File: src/rtl/io_ccff_pkg.sv
// Shared state encoding and default sizes for the IO-tile configuration chain loader.
package io_ccff_pkg;

   localparam int CHAIN_LEN_DEF = 64;
   localparam int WORD_W_DEF    = 8;

   typedef enum logic [1:0] {
      ST_IDLE  = 2'd0,
      ST_CLEAR = 2'd1,
      ST_LOAD  = 2'd2,
      ST_DONE  = 2'd3
   } ccff_state_t;

endpackage

File: src/rtl/io_ccff_shifter.sv
// Word buffer for the configuration chain: holds one bitstream word and
// presents it LSB first on the chain head, one bit per enabled cycle.
module io_ccff_shifter
   import io_ccff_pkg::*;
#(
   parameter int WORD_W = WORD_W_DEF,
   parameter int BW     = $clog2(WORD_W + 1)
) (
   input  logic              prog_clk,
   input  logic              pReset,
   input  logic              enable,
   input  logic              flush,
   input  logic              load,
   input  logic [WORD_W-1:0] data,
   output logic [BW-1:0]     bits_left,
   output logic              head,
   output logic              shift_en
);

   logic [WORD_W-1:0] word_q;

   assign shift_en = enable && (bits_left != '0);
   assign head     = shift_en && word_q[0];

   // A load on the cycle the final bit is presented replaces it seamlessly.
   always_ff @(posedge prog_clk or posedge pReset) begin
      if (pReset) begin
         word_q    <= '0;
         bits_left <= '0;
      end else if (flush) begin
         word_q    <= '0;
         bits_left <= '0;
      end else if (load) begin
         word_q    <= data;
         bits_left <= BW'(WORD_W);
      end else if (shift_en) begin
         word_q    <= word_q >> 1;
         bits_left <= bits_left - BW'(1);
      end
   end

endmodule

File: src/rtl/io_ccff_loader.sv
// Streams a bitstream into the IO-tile configuration flip-flop chain while the pads are isolated.
// Build option: define IO_CCFF_CLEAR_EN to shift CHAIN_LEN zeros through the chain before loading.
//
// state    | meaning
// ST_IDLE  | after reset; pads isolated, waiting for start
// ST_CLEAR | flushing the chain with zeros (IO_CCFF_CLEAR_EN only)
// ST_LOAD  | accepting words and shifting bits into the chain
// ST_DONE  | chain fully loaded; pads released, waiting for start
module io_ccff_loader
   import io_ccff_pkg::*;
#(
   parameter int CHAIN_LEN = CHAIN_LEN_DEF,
   parameter int WORD_W    = WORD_W_DEF
) (
   input  logic              prog_clk,
   input  logic              pReset,
   input  logic              start,
   input  logic [WORD_W-1:0] cfg_data,
   input  logic              cfg_valid,
   output logic              cfg_ready,
   output logic              ccff_head,
   output logic              ccff_shift_en,
   output logic              IO_ISOL_N,
   output logic              busy,
   output logic              done
);

   localparam int            CW  = $clog2(CHAIN_LEN + 1);
   localparam int            BW  = $clog2(WORD_W + 1);
   localparam logic [CW-1:0] LEN = CW'(CHAIN_LEN);

   ccff_state_t   state;
   logic [CW-1:0] bits_rem;
   logic [BW-1:0] bits_left;
   logic          sh_head;
   logic          sh_shift_en;
   logic          in_load;
   logic          last_shift;
   logic          accept;
   logic          clear_act;

   assign in_load    = (state == ST_LOAD);
   assign last_shift = in_load && sh_shift_en && (bits_rem == CW'(1));
   // bits_rem counts down chain positions still to fill; buffered bits must fit in it.
   assign cfg_ready  = in_load && (bits_left <= BW'(1)) && (32'(bits_left) < 32'(bits_rem));
   assign accept     = cfg_valid && cfg_ready;

`ifdef IO_CCFF_CLEAR_EN
   assign clear_act = (state == ST_CLEAR);
`else
   assign clear_act = 1'b0;
`endif

   assign ccff_shift_en = clear_act || sh_shift_en;
   assign ccff_head     = sh_head;

   io_ccff_shifter #(
      .WORD_W (WORD_W),
      .BW     (BW)
   ) u_shifter (
      .prog_clk  (prog_clk),
      .pReset    (pReset),
      .enable    (in_load),
      .flush     (!in_load || last_shift),
      .load      (accept),
      .data      (cfg_data),
      .bits_left (bits_left),
      .head      (sh_head),
      .shift_en  (sh_shift_en)
   );

   always_ff @(posedge prog_clk or posedge pReset) begin
      if (pReset) begin
         state     <= ST_IDLE;
         bits_rem  <= '0;
         IO_ISOL_N <= 1'b0;
         busy      <= 1'b0;
         done      <= 1'b0;
      end else begin
         done <= 1'b0;
         case (state)
            ST_IDLE, ST_DONE: begin
               if (start) begin
                  bits_rem  <= LEN;
                  IO_ISOL_N <= 1'b0;
                  busy      <= 1'b1;
`ifdef IO_CCFF_CLEAR_EN
                  state     <= ST_CLEAR;
`else
                  state     <= ST_LOAD;
`endif
               end
            end
            ST_CLEAR: begin
               if (bits_rem == CW'(1)) begin
                  state    <= ST_LOAD;
                  bits_rem <= LEN;
               end else begin
                  bits_rem <= bits_rem - CW'(1);
               end
            end
            ST_LOAD: begin
               if (sh_shift_en) begin
                  if (bits_rem == CW'(1)) begin
                     state     <= ST_DONE;
                     bits_rem  <= '0;
                     done      <= 1'b1;
                     IO_ISOL_N <= 1'b1;
                     busy      <= 1'b0;
                  end else begin
                     bits_rem <= bits_rem - CW'(1);
                  end
               end
            end
            default: state <= ST_IDLE;
         endcase
      end
   end

endmodule

File: config.mk
export PLATFORM = sky130hd
export DESIGN_NAME = io_ccff_loader
export DESIGN_NICKNAME = d
export VERILOG_FILES = /design/src/rtl/io_ccff_pkg.sv /design/src/rtl/io_ccff_shifter.sv /design/src/rtl/io_ccff_loader.sv
export SDC_FILE = /design/constraint.sdc
export NUM_CORES = 1
export LEC_CHECK = 0
export BUFFER_PORTS_ARGS = -buffer_cell sky130_fd_sc_hd__buf_4
export CAP_MARGIN = 10
export CORE_AREA = 2 2 97 52
export CTS_CLUSTER_DIAMETER = 120
export CTS_CLUSTER_SIZE = 20
export DETAILED_ROUTE_END_ITERATION = 6
export DIE_AREA = 0 0 99 54
export GPL_TIMING_DRIVEN = 0
export PLACE_DENSITY_LB_ADDON = 0.15
export SKIP_CTS_REPAIR_TIMING = 1
export SLEW_MARGIN = 20
export SYNTH_ARGS = -nofsm -noshare
export SYNTH_HDL_FRONTEND = slang
export SYNTH_HIERARCHICAL = 1
export SYNTH_SLANG_ARGS = --single-unit
File: constraint.sdc
create_clock -name prog_clk -period 3.1 [get_ports prog_clk]
set_input_delay 0.465 -clock prog_clk [delete_from_list [all_inputs] [get_ports prog_clk]]
set_output_delay 0.465 -clock prog_clk [all_outputs]
set_load 0.02 [all_outputs]
# --- Word level (Yosys, flattened, before mapping) ---
# Cells that the tools add are included.
totals:
  register_bits: 24
classes:
  eq_ne: 8
  magnitude_cmp: 2
  reduce_logical: 17
  n_mux: 27
  add_sub_neg: 2
ops:
  columns: ["operator", "n"]
  rows:
  - ["$mux 7", 4]
  - ["$mux 8", 3]
  - ["$pmux 7 s3", 1]
  - ["$mux 4", 3]
  - ["$mux 1", 9]
  - ["$mux 2", 4]
  - ["$reduce_and 4->1", 2]
  - ["$eq 7x1->1 const B", 1]
  - ["$logic_and 1x1->1", 7]
  - ["$lt 4x7->1", 1]
  - ["$sub 7x1->7 const B", 1]
  - ["$ne 2x2->1 const B", 3]
  - ["$pmux 2 s3", 1]
  - ["$eq 2x2->1 const B", 2]
  - ["$le 4x1->1 const B", 1]
  - ["$pmux 1 s2", 2]
  - ["$reduce_bool 4->1", 1]
  - ["$sub 4x1->4 const B", 1]
  - ["$reduce_bool 3->1", 1]
  - ["$eq 2x1->1 const B", 1]
  - ["$logic_not 2->1", 1]
  - ["$ne 2x1->1 const B", 1]
  - ["$reduce_and 2->1", 1]
  - ["$reduce_bool 2->1", 1]
  - ["3 further kinds", 3]

# --- Logic depth before layout (Yosys ltp) ---
# Gate-level depths: netlist of the first run.
logic_depth:
  ltp_word: 6
  ltp_mapped: 10

# --- Cells and area by module ---
# Netlist of the first run, hierarchy kept.
modules_own_cells:
  columns: ["module", "instances", "seq_area_each_um2", "cells_each", "area_each_um2"]
  rows:
  - ["io_ccff_loader", 1, 300.3, 87, 788.3]
  - ["io_ccff_shifter", 1, 300.3, 76, 725.7]

# --- Worst setup path after synthesis of the first run ---
# No wires, ideal clock.
synth_timing:
  path_type: "flip-flop to flip-flop"
  from: "register state[0]"
  to: "register u_shifter.bits_left[2]"
  n_path_buf: 2
  required_time_ns: 2.974
  stages_incl_launch_ff: 11
  synth_period_minus_slack_ns: 2.276
  path_slack_ns: 0.824
  t_arrival_ns: 2.151
  cell_sequence: "dfrtp_1 > inv_1 > ha_1 > inv_2 > clkbuf_1 > nor2_1 > nand2_1 > nand2_1 > clkbuf_1 > or2_2 > a21oi_1"
synth_between:
  elab_chain_len: 6
  elab_cells_between_ends: 12
  classes_between: "eq/ne (1); mux (2); reduce/logical (9)"
synth_rtl:
  columns: ["item", "line", "text"]
  rows:
  - ["start, declared", "io_ccff_loader.sv:32", "ccff_state_t state;"]
  - ["start signal, assigned", "io_ccff_loader.sv:74", "state <= ST_IDLE;"]
  - ["start signal, assigned", "io_ccff_loader.sv:90", "state <= ST_LOAD;"]
  - ["start signal, assigned", "io_ccff_loader.sv:96", "state <= ST_LOAD;"]
  - ["$eq 2x2->1 (*)", "io_ccff_loader.sv:42", "assign in_load = (state == ST_LOAD);"]
  - ["via in_load", "io_ccff_loader.sv:37", "logic in_load;"]
  - ["$logic_and 1x1->1 (*)", "io_ccff_shifter.sv:22", "assign shift_en = enable && (bits_left != '0);"]
  - ["via ccff_shift_en", "io_ccff_loader.sv:22", "output logic ccff_shift_en,"]
  - ["$logic_and 1x1->1 (2 in a row)", "io_ccff_loader.sv:43", "assign last_shift = in_load && sh_shift_en && (bits_rem == CW'(1));"]
  - ["$logic_or 1x1->1", "io_ccff_loader.sv:64", ".flush (!in_load || last_shift),"]
  - ["$reduce_bool 3->1 (no source line) / $mux 4 (equally long branches)", null, null]
  - ["end signal, assigned", "io_ccff_shifter.sv:35", "bits_left <= BW'(WORD_W);"]
  - ["end signal, assigned", "io_ccff_shifter.sv:38", "bits_left <= bits_left - BW'(1);"]
  - ["end, declared", "io_ccff_shifter.sv:15", "output logic [BW-1:0] bits_left,"]
# Mark *: on every way through the listed nets, which the timed path passes. The rest lies on a longest branch.
# A chain may end at the register's enable or synchronous reset.

# --- Final worst setup path of the first run ---
layout_timing:
  from: "register state[0]"
  to: "register u_shifter.word_q[7]"
layout_between:
  elab_chain_len: 6
  elab_cells_between_ends: 12
  classes_between: "eq/ne (1); mux (2); reduce/logical (9)"
layout_rtl:
  columns: ["item", "line", "text"]
  rows:
  - ["$eq 2x2->1 (*)", "io_ccff_loader.sv:42", null]
  - ["via in_load", "io_ccff_loader.sv:37", null]
  - ["$logic_and 1x1->1 (*) (2 in a row)", "io_ccff_loader.sv:45", "assign cfg_ready = in_load && (bits_left <= BW'(1)) && (32'(bits_left) < 32'(bits_rem));"]
  - ["$logic_and 1x1->1 (*)", "io_ccff_loader.sv:46", "assign accept = cfg_valid && cfg_ready;"]
  - ["via accept", "io_ccff_loader.sv:39", "logic accept;"]
  - ["$mux 8", "io_ccff_shifter.sv:33", "end else if (load) begin"]
  - ["$mux 8", "io_ccff_shifter.sv:30", "end else if (flush) begin"]
  - ["end signal, assigned", "io_ccff_shifter.sv:34", "word_q <= data;"]
  - ["end signal, assigned", "io_ccff_shifter.sv:37", "word_q <= word_q >> 1;"]
  - ["end, declared", "io_ccff_shifter.sv:20", "logic [WORD_W-1:0] word_q;"]
# Marks and branches as above.

==> results of run 1 <==
[registers in the layout, indices dropped and copies added (netlist names)]
signal               cells
busy                     1
state                    2
IO_ISOL_N                1
bits_rem                 7
u_shifter/word_q         8
u_shifter/bits_left      4
done                     1
[cell type report]
| type | instances | area, sq um | share of cell area, % |
|---|---|---|---|
| inverter | 23 | 86.3 | 4.87 |
| buffer | 7 | 37.5 | 2.12 |
| clock buffer | 4 | 55.1 | 3.11 |
| multi-input combinational | 109 | 790 | 44.6 |
| sequential | 24 | 601 | 33.9 |
| timing repair buffer | 17 | 128 | 7.20 |
| tap | 60 | 75.1 | 4.24 |
[worst min-delay path by stage]
stage,startpoint,endpoint,slack [ns],depth (start not counted)
finish,pReset,bits_rem[5],0.21,2
global route,pReset,bits_rem[4],0.25,2
CTS,pReset,u_shifter/word_q[1],0.22,2
detailed placement,state[1],state[1],0.51,2
global placement,state[1],state[1],0.48,2
floorplan,pReset,IO_ISOL_N,0.33,1
[cells in the final DEF (no fill, tap or decap), drive strengths merged, types with 2 or more instances in the layout]
cell type,n
dfrtp,24
inv,22
buf,21
o21ai,19
nor2,11
nand2,9
ha,9
a31oi,8
a21oi,7
a221oi,7
clkbuf,7
nand2b,3
a211oi,3
nand3,3
nor2b,2
xnor2,2
nor3,2
nand4,2
xor2,2
a2bb2oi,2
and3,2
[synthesized netlist by cell type, drive strengths merged (3+ instances only)]
master,n,area (sq um)
clkbuf,3,11.3
nor2,11,41.3
ha,9,113
a31oi,8,50.1
a211oi,3,22.5
a21oi,7,35.0
nand2b,3,18.8
dfrtp,24,601
inv,22,82.6
nand3,3,15.0
a221oi,7,98.9
nand2,9,33.8
o21ai,19,95.1
buf,4,26.3
[cells by family (layout without fill, tap and decap cells)]
logic type      Yosys count  in the layout  synth area share, %
mux                       1              1                0.661
compound gates           51             51                 24.2
simple gates             44             44                 17.5
buf+inv                  30             51                 8.18
flops                    24             24                 39.7
xor+xnor                  4              4                 2.31
fa+ha+maj                 9              9                 7.44
[worst max-delay path, stage by stage (launching register included)]
cell	delay, ns
dfrtp_1	0.41
inv_1	0.08
ha_1	0.37
or4b_1	0.53
a211oi_1	0.19
clkbuf_1	0.36
buf_2	0.33
inv_1	0.10
o211ai_1	0.10
a21oi_1	0.09
[power by group]
part	leakage, nW	switching, mW	total (mW)	internal (mW)
Combinational	0.493	0.629	1.10	0.472
Clock	0.0288	0.107	0.221	0.114
Sequential	0.300	0.131	0.573	0.442
[stage by stage]
stage          worst slack, ns  area, sq um  hold slack, ns
4_1_cts                  0.414         1770           0.224
6_report                 0.381         1770           0.210
3_3_place_gp             0.474         1720           0.483
5_1_grt                  0.161         1770           0.249
3_5_place_dp             0.432         1720           0.510
2_1_floorplan            0.824         1510           0.330
[layer usage]
layer | track usage (%) | up-vias | part of all wire, %
li1 | - | 624 | -
met1 | 21.7 | 594 | 55
met2 | 17.5 | 55 | 36
met3 | 3.77 | 2 | 9.1
met4 | 2.51 | 0 | 0.29
met5 | 0 | - | 0
==> summary.md, run 1 <==
### Drt
- DR WL/cell: 14.1 um
- Routed Wire Length: 3440 um
- residual antenna-violating net count after detailed routing: 0
- total number of vias: 1,275
- DR vias/cell: 5.23
- DRC marker count from the first detailed-route iteration: 139
- final routed DRC violation total: 0
- detailed-routing iteration count for the pre-antenna-repair pass: 4

### Critical path
- CP Class: register to register
- arrival time of data at the critical path endpoint: 2.84 ns
- Req. time, crit path: 3.23 ns
- reg-to-reg startpoint: state[0]
- Worst setup SP type: register
- FF-to-FF setup slack: 0.38 ns
- peak fanout along the critical path: 10
- worst reg2reg endpoint: u_shifter/word_q[7]
- R2R depth: 9
- CP Capture Type: register
- capturing instance or port of the critical path: u_shifter/word_q[7]
- Critical path origin: state[0]

### STA
- Final setup violation count: 0
- final number of max-transition violations: 0
- fmax: 0.368 GHz
- pin slew with the least headroom to its limit: 0.612 ns
- setup repair after global routing missed its margin: no
- final hold viol count: 0
- final clock period utilization by the worst path: 87.7%
- sum of negative setup slack: 0 ns
- worst-case headroom to the max-slew limit: 59.2%
- final setup skew: 0.0115 ns
- minimum period implied by the final worst setup slack: 2.72 ns

### Run status
- result of the run: finished, final reports clean

### Floorplan
- Top-Level Pins: 18
- Cell Rows: 18
- core area: 4620 sq um
- starting density of the core: 32.8%
- area of the die: 5350 sq um
- horizontal extent of the die: 99 um
- Chip Height: 54 um

### Synthesis
- count of flip-flops with a built-in enable after synthesis: 0
- Syn Inst Count: 163
- Post-synth ARST share: 100%
- portion of the post-synthesis area used by sequential elements: 39.7%
- total nets after synthesis: 184
- mean cell area of the mapped netlist: 9.29 sq um
- area of the mapped netlist: 1510 sq um
- prevailing post-synth register cell: dfrtp_1
- total of flip-flops plus latches after synthesis: 24
- number of different library cells in the post-synthesis netlist: 44
- yosys synthesis warning count: 6

### Flow run
- count of maximum capacitance violations: 0

### Place
- cell count after placement: 240
- HPWL after detailed placement: 2670 um
- placer's final routability congestion estimate: 0.845
- PortBufs: 17

### Clocking
- total number of clock tree sinks: 24
- clock-pin slew on the worst setup and hold paths: 0.10 ns
- CTS Buf Count: 3
- largest buffer count on any clock path: 2
- TritonCTS clock tree: done
- clock latency at the later pin of the worst-skew pair: 0.27 ns
- cell at the root of the clock tree: clkbuf_8
- maximum level of the CTS H-tree: 1

### Cells and area
- Layout Nets: 206
- Final Instance Count excl. Fillers: 244
- fraction of final layout cells sized beyond drive strength 1: 21.2%
- core occupancy in the finished layout: 38.4%
- post-synthesis to final-layout area growth: 17.0%
- Inserted Diodes: 0
- fillcell total: 466

### Pwr
- worst ir drop on vdd: 0.000332 V
- Total Power: 1.89 mW
- Power Density: 1070 nW/um^2
- Static Leak: 0.822 nW

### GRT
- number of antenna violations at the first check in global routing: 0
- GRT Overall Usage: 13.6%
- vias in the first global route: 1,115
- global-route congestion overflow total: 0
- wire length of the first global-routing pass: 5600 um
- pin count of the biggest net entering global routing: 14

### Hold path
- Hold Crit Class: primary input to async pin

(Power assumes the default switching activity.)
==> run 2: changes to the inputs <==
Settings changed: SETUP_SLACK_MARGIN set to 0.4.
==> summary.md, run 2 (same netlist as run 1, synthesis figures left out) <==
### Critical path
- CP Class: register to register
- Req. time, crit path: 3.26 ns, +0.03 ns
- largest incremental delay on the critical path: 0.41 ns, -0.12 ns
- arrival time of data at the critical path endpoint: 2.63 ns, -0.21 ns
- CP max-delay cell: dfrtp_1
- cells along the critical path: inv_1 -> ha_2 -> inv_2 -> clkbuf_1 -> nor2_1 -> nand2b_1 -> nand2_1 -> nor2_1 -> nor2_1
- Worst setup SP type: register
- most repeated library cell on the critical path: nor2_1
- CP Capture Type: register
- peak fanout along the critical path: 10, unchanged

### GRT
- number of antenna violations at the first check in global routing: 0, unchanged
- vias in the first global route: 1,115, unchanged
- GRT Overall Usage: 13.6%, unchanged
- pin count of the biggest net entering global routing: 14, unchanged
- wire length of the first global-routing pass: 5600 um, unchanged
- global-route congestion overflow total: 0, unchanged

### STA
- minimum period implied by the final worst setup slack: 2.47 ns, -0.250 ns
- sum of negative setup slack: 0 ns, unchanged
- setup repair after global routing missed its margin: no
- fmax: 0.405 GHz, +10%
- Final setup violation count: 0, unchanged
- final clock period utilization by the worst path: 79.6%, -8.1 points
- pin slew with the least headroom to its limit: 0.503 ns, -0.109 ns
- WHS: 0.212 ns, +0.00146 ns
- final hold viol count: 0, unchanged
- slack of the critical path: 0.631 ns, +0.250 ns
- worst-case headroom to the max-slew limit: 66.5%, +7.3 points
- final setup skew: 0.0114 ns, -0.000177 ns
- final number of max-transition violations: 0, unchanged

### Floorplan
- Chip Height: 54 um, unchanged
- starting density of the core: 32.8%, unchanged
- Top-Level Pins: 18, unchanged
- horizontal extent of the die: 99 um, unchanged
- Cell Rows: 18, unchanged
- area of the die: 5350 sq um, unchanged
- core area: 4620 sq um, unchanged

### Cells and area
- fraction of final layout cells sized beyond drive strength 1: 22.8%, +1.6 points
- commonest non-fill, non-tap cell in the layout: dfrtp_1
- sequential cell area: 601 sq um, unchanged
- flip-flop count of the largest register after layout: 8, unchanged
- largest registers: u_shifter/word_q x8, bits_rem x7, u_shifter/bits_left x4
- Inserted Diodes: 0, unchanged
- post-synthesis to final-layout area growth: 17.4%
- area of combinational cells with multiple inputs: 792 sq um, +0.32%
- top register by number of flip-flops: u_shifter/word_q
- post-route design area: 1780 sq um, +0.28%
- core occupancy in the finished layout: 38.5%, +0.11 points
- fillcell total: 466, unchanged
- Layout Nets: 206, unchanged
- most frequent cells in the layout: 24 x dfrtp_1, 21 x inv_1, 17 x buf_4, 11 x nor2_1, 11 x o21ai_0

### Drt
- Routed Wire Length: 3460 um, +0.73%
- total number of vias: 1,266, -0.71%
- Top Layer Used: met4
- DR vias/cell: 5.19, -0.71%
- detailed-routed wire length on met2: 1230 um, +0.41%
- met3 wire length: 319 um, +2.6%
- final routed DRC violation total: 0, unchanged
- DRC marker count from the first detailed-route iteration: 133, -4.3%
- routed metal-1 wirelength: 1900 um, +0.58%
- residual antenna-violating net count after detailed routing: 0, unchanged
- DR WL/cell: 14.2 um, +0.73%
- detailed-routing iteration count for the pre-antenna-repair pass: 4, unchanged

### Clocking
- clock-pin slew on the worst setup and hold paths: 0.10 ns, about the same
- TritonCTS clock tree: done
- total number of clock tree sinks: 24, unchanged
- largest buffer count on any clock path: 2, unchanged
- maximum level of the CTS H-tree: 1, unchanged
- clock latency at the later pin of the worst-skew pair: 0.27 ns, about the same
- CTS Buf Count: 3, unchanged
- cell at the root of the clock tree: clkbuf_8

### Place
- HPWL after detailed placement: 2670 um, unchanged
- total cell area at the placement stage: 1720 sq um, unchanged
- placer's final routability congestion estimate: 0.845, unchanged
- worst slack, placed: 0.432 ns, unchanged
- PortBufs: 17, unchanged

### Run status
- result of the run: finished, final reports clean

### Flow run
- count of maximum capacitance violations: 0, unchanged

### Pwr
- Static Leak: 0.827 nW, +0.69%
- Power Density: 1070 nW/um^2, about the same
- worst ir drop on vdd: 0.000332 V, about the same

### Hold path
- Hold Crit Class: primary input to async pin

## run 2: cell types whose count changed in the layout (fill, tap and decap cells not counted)
cell,before,now
clkbuf_1,3,1
ha_2,0,1
ha_1,9,8
clkbuf_2,0,2
## run 2: per-layer routing
| layer | GRT usage (%) | vias up |
|---|---|---|
| met5 | 0 | - |
| met1 | 21.7 | 589 |
| met3 | 3.77 | 2 |
| met2 | 17.5 | 54 |
| li1 | - | 621 |
| met4 | 2.51 | 0 |
## run 2: worst paths after layout
path / start / end / slack, ns / cells past startpoint
min in group prog_clk: cfg_data[3] / u_shifter/word_q[3] / 0.44 / 3
worst max register to register: state[0] / bits_rem[5] / 0.63 / 9
worst min register to register: state[1] / state[1] / 0.54 / 2
max in group asynchronous: pReset / bits_rem[0] / 2.54 / 2
worst min-delay path: pReset / bits_rem[5] / 0.21 / 2
worst max-delay path: state[0] / bits_rem[5] / 0.63 / 9
## run 2: cell type report
| type | instances | area share [%] |
|---|---|---|
| clock buffer | 4 | 3.10 |
| buffer | 7 | 2.25 |
| sequential | 24 | 33.8 |
| inverter | 23 | 4.86 |
| timing repair buffer | 17 | 7.18 |
| multi-input combinational | 109 | 44.6 |
| tap | 60 | 4.23 |
## run 2: power breakdown
part	switching (mW)	leakage, nW	total, mW	internal [mW]
Combinational	0.627	0.499	1.10	0.477
Clock	0.107	0.0288	0.221	0.114
Sequential	0.131	0.300	0.573	0.442
Total	0.866	0.827	1.90	1.03
## run 2: through the flow
step                total power, mW  instances
floorplan                      1.39        163
global placement               1.65        240
detailed placement             1.67        240
CTS                            1.89        244
global route                   2.06        244
finish                         1.90        244
## run 2: critical path: cells and delay by family, from the launching register on
family,cells,cell delay [ns]
flip-flops,1,0.41
adder cells (fa/ha/maj),1,0.29
buffers and inverters,3,0.42
AND/OR/NAND/NOR,5,1.21
